===== src/rtl/data_mem_2p_if.sv =====
// data_mem_2p_if
// Groups the write and read port signals of the dual-port data memory.
//   master : drives wr_en/wr_addr/wr_data and rd_en/rd_addr; receives rd_data/rd_valid
//   slave  : the memory side of the same signals
interface data_mem_2p_if #(
    parameter int DATA_WIDTH = 16,
    parameter int ADDR_WIDTH = 3
);
    logic                  wr_en;
    logic                  rd_en;
    logic [ADDR_WIDTH-1:0] wr_addr;
    logic [ADDR_WIDTH-1:0] rd_addr;
    logic [DATA_WIDTH-1:0] wr_data;
    logic [DATA_WIDTH-1:0] rd_data;
    logic                  rd_valid;

    modport master (
        output wr_en, rd_en, wr_addr, rd_addr, wr_data,
        input  rd_data, rd_valid
    );

    modport slave (
        input  wr_en, rd_en, wr_addr, rd_addr, wr_data,
        output rd_data, rd_valid
    );
endinterface


===== src/rtl/data_mem_2p.sv =====
// data_mem_2p
// Simple dual-port synchronous RAM used as the frame-buffer data store.
// One write port and one read port on a single clock; read data is
// registered (one-cycle latency). Same-address collisions are write-first.
//   clk   : single clock, all updates on rising edge
//   reset : asynchronous, active-high; clears read outputs (and the array
//           when CLEAR_ON_RESET = 1)
//   bus   : write/read port signals (slave side of data_mem_2p_if)
module data_mem_2p #(
    parameter int DATA_WIDTH     = 16,
    parameter int ADDR_WIDTH     = 3,
    parameter bit CLEAR_ON_RESET = 1'b1
) (
    input  logic           clk,
    input  logic           reset,
    data_mem_2p_if.slave   bus
);
    localparam int DEPTH = 1 << ADDR_WIDTH;

    logic [DATA_WIDTH-1:0] mem [DEPTH];
    logic [DATA_WIDTH-1:0] rd_data_q;
    logic                  rd_valid_q;
    logic                  collide;

    assign collide = bus.wr_en && (bus.wr_addr == bus.rd_addr);

    generate
        if (CLEAR_ON_RESET) begin : g_clear
            // Register-based array so that every word can be cleared by reset.
            always_ff @(posedge clk or posedge reset) begin
                if (reset) begin
                    for (int i = 0; i < DEPTH; i++) begin
                        mem[i] <= '0;
                    end
                end else if (bus.wr_en) begin
                    mem[bus.wr_addr] <= bus.wr_data;
                end
            end
        end else begin : g_no_clear
            // No reset on the array keeps it mappable to block RAM; writes
            // are still suppressed while reset is held.
            always_ff @(posedge clk) begin
                if (!reset && bus.wr_en) begin
                    mem[bus.wr_addr] <= bus.wr_data;
                end
            end
        end
    endgenerate

    // Write-first: on a same-address collision forward the incoming word
    // instead of the stale array contents.
    always_ff @(posedge clk or posedge reset) begin
        if (reset) begin
            rd_data_q  <= '0;
            rd_valid_q <= 1'b0;
        end else if (bus.rd_en) begin
            rd_data_q  <= collide ? bus.wr_data : mem[bus.rd_addr];
            rd_valid_q <= 1'b1;
        end else begin
            rd_valid_q <= 1'b0;
        end
    end

    assign bus.rd_data  = rd_data_q;
    assign bus.rd_valid = rd_valid_q;
endmodule


===== src/flat_wrapper.sv =====
// flat-port wrapper written by rule: the top's interface ports become plain ports
module data_mem_2p_flat 
#(
    parameter int DATA_WIDTH     = 16,
    parameter int ADDR_WIDTH     = 3,
    parameter bit CLEAR_ON_RESET = 1'b1
)
  (clk, reset, bus_wr_en, bus_rd_en, bus_wr_addr, bus_rd_addr, bus_wr_data, bus_rd_data, bus_rd_valid);
  data_mem_2p_if #(.DATA_WIDTH(DATA_WIDTH), .ADDR_WIDTH(ADDR_WIDTH)) bus_i ();
  input  logic clk;
  input  logic reset;
  input wire logic [$bits(bus_i.wr_en)-1:0] bus_wr_en;
  input wire logic [$bits(bus_i.rd_en)-1:0] bus_rd_en;
  input wire logic [$bits(bus_i.wr_addr)-1:0] bus_wr_addr;
  input wire logic [$bits(bus_i.rd_addr)-1:0] bus_rd_addr;
  input wire logic [$bits(bus_i.wr_data)-1:0] bus_wr_data;
  output wire logic [$bits(bus_i.rd_data)-1:0] bus_rd_data;
  output wire logic [$bits(bus_i.rd_valid)-1:0] bus_rd_valid;
  assign bus_i.wr_en = bus_wr_en;
  assign bus_i.rd_en = bus_rd_en;
  assign bus_i.wr_addr = bus_wr_addr;
  assign bus_i.rd_addr = bus_rd_addr;
  assign bus_i.wr_data = bus_wr_data;
  assign bus_rd_data = bus_i.rd_data;
  assign bus_rd_valid = bus_i.rd_valid;
  data_mem_2p #(.DATA_WIDTH(DATA_WIDTH), .ADDR_WIDTH(ADDR_WIDTH), .CLEAR_ON_RESET(CLEAR_ON_RESET)) u_core (.clk(clk), .reset(reset), .bus(bus_i));
endmodule

===== config.mk =====
export PLATFORM = sky130hd
export DESIGN_NAME = data_mem_2p_flat
export DESIGN_NICKNAME = d
export VERILOG_FILES = /design/src/rtl/data_mem_2p_if.sv /design/src/rtl/data_mem_2p.sv /design/src/flat_wrapper.sv
export SDC_FILE = /design/constraint.sdc
export NUM_CORES = 1
export LEC_CHECK = 0
export ABC_CLOCK_PERIOD_IN_PS = 4530
export CAP_MARGIN = 20
export CORE_MARGIN = 4
export CORE_UTILIZATION = 50
export CTS_CLUSTER_SIZE = 14
export DETAILED_ROUTE_END_ITERATION = 8
export GPL_TIMING_DRIVEN = 0
export PLACE_DENSITY = 0.7
export SLEW_MARGIN = 10
export SYNTH_ARGS = -nofsm -noshare
export SYNTH_HDL_FRONTEND = slang
export SYNTH_SLANG_ARGS = --single-unit

===== constraint.sdc =====
create_clock -name clk -period 4.53 [get_ports clk]
set_input_delay 0.453 -clock clk [delete_from_list [all_inputs] [get_ports clk]]
set_output_delay 0.453 -clock clk [all_outputs]
set_load 0.1 [all_outputs]

==> impl_metrics.yaml, run 1 <==
synth:
  synth.area.top_cells: "dfrtp_1 (56%), mux2_2 (19%), mux4_2 (8.3%)"
  synth_top_area_cell: "dfrtp_1"
  syn_avg_cell_area_um2: 14.92
  synth_top_cell_area_share_pct: 55.77
  synth_cells: 436
  syn_nets: 462
  synth_cell_types: 25
  ys_seq_area_share_pct: 55.77
  ys_ff_latch: 145
  synth_area_um2: 6506
  synth_warnings: 0
worst_setup_path:
  crit_required_ns: 4.80
  crit_fanout: 10
  cp_slowest_stage_delay_ns: 0.88
  critPathKind: "primary input to register"
  crit_slowest_cell: "a41oi_1"
  setup.worst_path.end_class: "register"
  start_kind: "primary input"
  crit_chain: "clkdlybuf4s50_1 -> clkbuf_1 -> inv_1 -> a41oi_1 -> buf_2 -> a221oi_1"
  cp_data_arrival_time_ns: 2.97
layout:
  drive_above_1_share_pct: 36.31
  final_cell_mix: "dfrtp_1 (145), mux2_2 (109), clkdlybuf4s50_1 (36), nand2_1 (30), o21ai_0 (28)"
  nets: 518
  fillers: 1013
  post-route-cell-area_um2: 7631
  n_antenna_cell: 0
  final_common_cell: "dfrtp_1"
  synthToLayoutAreaGrowth_pct: 17.29
  stdcell_count: 676
placed_design:
  hpwl_mm: 9.479
  place.gp.congestion: 0.8295
  port_buffers: 36
  place_area_um2: 7114
  dp.cells: 645
routing:
  met2WireLength_mm: 7.363
  antenna_left: 0
  top_layer: "met4"
  vias: 3996
  drc_errors: 0
  wirelength_mm: 14.94
  drt-met1-wl_mm: 6.709
  detail_route.first_pass.iterations: 4
  drt_iter0_markers: 264
  routedWlPerCell_um: 22.11
  routed_via_density: 5.911
  dr_wl_met3_um: 627
sta:
  holdWs_ns: 0.4693
  skew_ns: 0.003439
  fmax_mhz: 369.6
  fin_crit_sh_pct: 59.72
  tightest_slew_ns: 1.156
  finalHoldViolCount: 0
  min_period_ns: 2.705
  setup_viol: 0
  slew_headroom_pct: 21.92
  finalSetupTns_ns: 0
  rsz0062_at_grt: "false"
  finalMaxSlewViolations: 0
cts:
  cts_repair_resize_count: 0
  cts_tree: "yes"
  postCtsSetupRepairBufs: 0
  path_clk_slew_ns: 0.05
  clockBufferDepth: 2
  htreeDepth: 4
  postCtsHoldBufs: 0
  numCtsBuffers: 17
  clk-insertion-delay-late_ns: 0.42
  clockRootBuffer: "clkbuf_16"
  clkSinkCount: 145
power:
  clkPwrFrac_pct: 31.9
  ir_drop_v: 0.0002518
  switching_share_pct: 29.57
  internal-power_mw: 2.722
  combPwrFrac_pct: 23.7
  leakage_nw: 3.270
  power_density_nw_per_um2: 506.5
  p_total_mw: 3.865
  power_switching_mw: 1.143
  seqPwrFrac_pct: 44.4
global_route:
  grt_overflow_total: 0
  grt_antenna_before_repair: 0
  grt_pass1_wl_mm: 23.69
  grt_pass1_vias: 4192
  grt_use_total_pct: 21.65
  grt_max_degree: 88
flow_run:
  maxCapViolCount: 0
floorplan:
  io_pins: 43
  rows: 41
  core-area_um2: 12670
  die_w_um: 122.1
  initial_utilization_pct: 51.35
  die_area_um2: 14900
  die_h_um: 122.1
outcome:
  status: "finished clean"
hold_path:
  worstHoldPathType: "primary input to asynchronous set/reset pin"
## kinds of logic (layout without fill, tap and decap cells)
family	Yosys count	in the layout	share of synthesized area, %
AOI/OAI and AO/OA	45	45	4.615
xor gates and xnor gates	3	3	0.4039
buffers and inverters	39	107	3.289
DFF	145	145	55.77
muxes	148	148	31.48
and+or+nand+nor	56	56	4.443
## critical path: cells and delay by family
kind            cells  cell delay [ns]
buf+inv             4             1.50
compound gates      2             1.01
## metal layers
layer	vias to the layer above	global-route usage [%]
li1	1731	-
met1	2144	29.89
met2	99	34.15
met3	22	4.410
met4	0	8.258
met5	-	0
## state kept, by name (all words and copies together) (netlist names)
signal               flops
u_core.bus.rd_valid      1
u_core.mem             128
u_core.bus.rd_data      16
## power by group through the flow
stage	clock network, mW	logic [mW]	registers (mW)
final	1.23	0.915	1.72
after global routing	1.31	0.977	1.75
after CTS	1.26	0.923	1.72
after detailed placement	0	0.919	1.73
after global placement	0	0.894	1.72
after floorplan	0	0.466	1.94
## cells in the mapped netlist
cell type / n
nand2_1: 30
nand2b_1: 1
a221oi_1: 7
buf_2: 8
nor3_2: 2
buf_6: 3
mux2i_1: 7
dfrtp_1: 145
nand4b_1: 3
buf_4: 5
mux2_2: 109
a41oi_1: 1
o21ai_0: 28
xnor2_1: 3
a221o_1: 9
mux4_2: 24
nand4_1: 1
and4b_1: 1
nor2_1: 7
clkbuf_1: 13
buf_12: 1
mux4_1: 8
nor2b_1: 9
inv_1: 9
nor3b_2: 2
## area by class of cell
type                            count  area (µm²)  area share [%]
Clock inverter                      7       35.03          0.4591
Buffer                             30       180.2           2.361
Clock buffer                       24       481.7           6.313
Multi-Input combinational cell    252        2664           34.91
Tap cell                          172       215.2           2.820
Inverter                            9       38.79          0.5083
Timing Repair Buffer               37       387.9           5.083
Sequential cell                   145        3628           47.55
## worst paths after layout
check / from / endpoint / cells after the start / slack, ns
min in group clk: u_core.mem[17] / u_core.mem[17] / 2 / 0.48
min: reset / u_core.mem[37] / 2 / 0.47
max reg2reg: u_core.mem[101] / u_core.bus.rd_data[5] / 3 / 2.90
max in group asynchronous: reset / u_core.mem[95] / 3 / 3.25
min reg2reg: u_core.mem[17] / u_core.mem[17] / 2 / 0.48
max: bus_rd_en / u_core.bus.rd_data[8] / 6 / 1.82
## stage by stage
step	worst slack [ns]	utilization [%]
final	1.825	60.23
after detailed placement	1.422	56.15
after global placement	-1.612	55.89
after floorplan	0.1824	-
after global routing	1.752	60.23
after CTS	1.907	60.23
(Power assumes the default switching activity.)
==> run 2, diff against run 1 <==
ABC_CLOCK_PERIOD_IN_PS = 2300   (was 4530)
clock period = 2.3 ns   (was 4.53 ns; I/O delays follow)
==> run 2 against run 1 <==
  * Sequential cell count did not move
  * Register-to-register slack got worse by 2.2 ns
  * Critical path depth fell by 5
  * Worst hold slack got worse by 0.26 ns
  * Clock skew barely moved
==> impl_metrics.yaml, run 2 (synthesis gave the netlist of run 1 again) <==
cts:
  numCtsBuffers: 17
  path_clk_slew_ns: 0.06
  clk-insertion-delay-late_ns: 0.43
  postCtsHoldBufs: 0
  htreeDepth: 4
  clkSinkCount: 145
  clockBufferDepth: 2
  cts_tree: "yes"
  clockRootBuffer: "clkbuf_16"
  postCtsSetupRepairBufs: 0
layout:
  nets: 521
  synthToLayoutAreaGrowth_pct: 19.71
  n_antenna_cell: 0
  final_cell_mix: "dfrtp_1 (145), mux2_2 (109), clkdlybuf4s50_1 (36), nand2_1 (30), o21ai_0 (28)"
  largest_register: "u_core.mem"
  final_common_cell: "dfrtp_1"
  largest_reg_flops: 128
  fin_util_pct: 61.47
  drive_above_1_share_pct: 37.35
  stdcell_count: 678
  post-route-cell-area_um2: 7789
  fillers: 1020
worst_setup_path:
  critical_path_depth: 1
  r2r-start: "u_core.mem[16]"
  cp_slowest_stage_delay_ns: 1.15
  r2r_cells: 3
  rrSetupSlack_ns: 0.70
  crit_slowest_cell: "clkdlybuf4s50_1"
  setup.worst_path.end_class: "primary output"
  start_kind: "register"
  path_delay_family: "buffers and inverters"
  crit_fanout: 2
  crit_buf_inv: 1
  crit_chain: "clkdlybuf4s50_1"
  reg2reg_to: "u_core.bus.rd_data[0]"
  cp_data_arrival_time_ns: 1.97
  crit_required_ns: 2.07
  critPathKind: "register to primary output"
sta:
  finalHoldViolCount: 0
  setup_viol: 0
  tightest_slew_ns: 0.9810
  slew_headroom_pct: 34.39
  holdWs_ns: 0.2083
  finalMaxSlewViolations: 0
  fin_crit_sh_pct: 95.48
  finalSetupTns_ns: 0
  rsz0062_at_grt: "false"
  min_period_ns: 2.196
  skew_ns: 0.003587
  fmax_mhz: 455.3
floorplan:
  initial_utilization_pct: 51.35
  die_w_um: 122.1
  rows: 41
  core-area_um2: 12670
  io_pins: 43
  die_area_um2: 14900
  die_h_um: 122.1
hold_path:
  worstHoldPathType: "primary input to asynchronous set/reset pin"
routing:
  antenna_left: 0
  drt_iter0_markers: 238
  detail_route.first_pass.iterations: 4
  wirelength_mm: 15.00
  routedWlPerCell_um: 22.12
  vias: 3981
  drc_errors: 0
  routed_via_density: 5.872
global_route:
  grt_max_degree: 41
  grt_use_total_pct: 22.39
  grt_pass1_vias: 4404
  grt_pass1_wl_mm: 24.43
  grt_antenna_before_repair: 0
  grt_overflow_total: 0
outcome:
  status: "finished clean"
power:
  ir_drop_v: 0.0005125
  leakage_nw: 3.337
  power_density_nw_per_um2: 1031
placed_design:
  place_area_um2: 7173
  dp.cells: 648
  hpwl_mm: 9.742
  place.gp.congestion: 0.7861
  port_buffers: 36
flow_run:
  maxCapViolCount: 0
-- run 2: final cells by class --
cell class	instances	area, µm²	area share (%)
tap	172	215.2	2.763
inverter	9	37.54	0.4819
multi-input combinational	252	2671	34.30
clock buffer	25	505.5	6.490
sequential	145	3628	46.59
timing repair buffer	40	447.9	5.751
clock inverter	5	100.1	1.285
buffer	30	182.7	2.345
-- run 2: per-stage QoR --
step | worst slack [ns] | power [mW]
global route | 0.06915 | 8.375
detailed placement | -0.6046 | 5.240
global placement | -0.8892 | 5.137
finish | 0.1039 | 8.029
CTS | 0.08085 | 8.073
floorplan | 0.2510 | 4.747
-- run 2: power breakdown --
part	leakage [nW]	internal, mW	switching (mW)
clock network	0.299	1.83	0.995
registers	1.76	3.10	0.279
logic	1.28	0.829	0.991
total	3.34	5.76	2.26
-- run 2: worst max-delay path by stage --
stage / slack [ns] / from / end
finish: 0.10 / u_core.bus.rd_data[14] / bus_rd_data[14]
global route: 0.07 / u_core.bus.rd_data[14] / bus_rd_data[14]
detailed placement: -0.60 / bus_rd_en / u_core.bus.rd_data[1]
CTS: 0.08 / bus_rd_en / u_core.bus.rd_data[14]
floorplan: 0.25 / reset / u_core.bus.rd_data[0]
global placement: -0.89 / reset / u_core.mem[121]
-- run 2: routing by layer --
layer | wire length [µm] | GRT usage (%)
met1 | 6769 | 30.18
met2 | 7232 | 35.19
met4 | 380 | 9.517
met3 | 616 | 5.200
met5 | 0 | 0
-- run 2: timing repair --
| action | in CTS | in global routing |
|---|---|---|
| cloned | 0 | 0 |
| endpoints found under the setup margin | 10 | 2 |
| resized for setup | 2 | 2 |
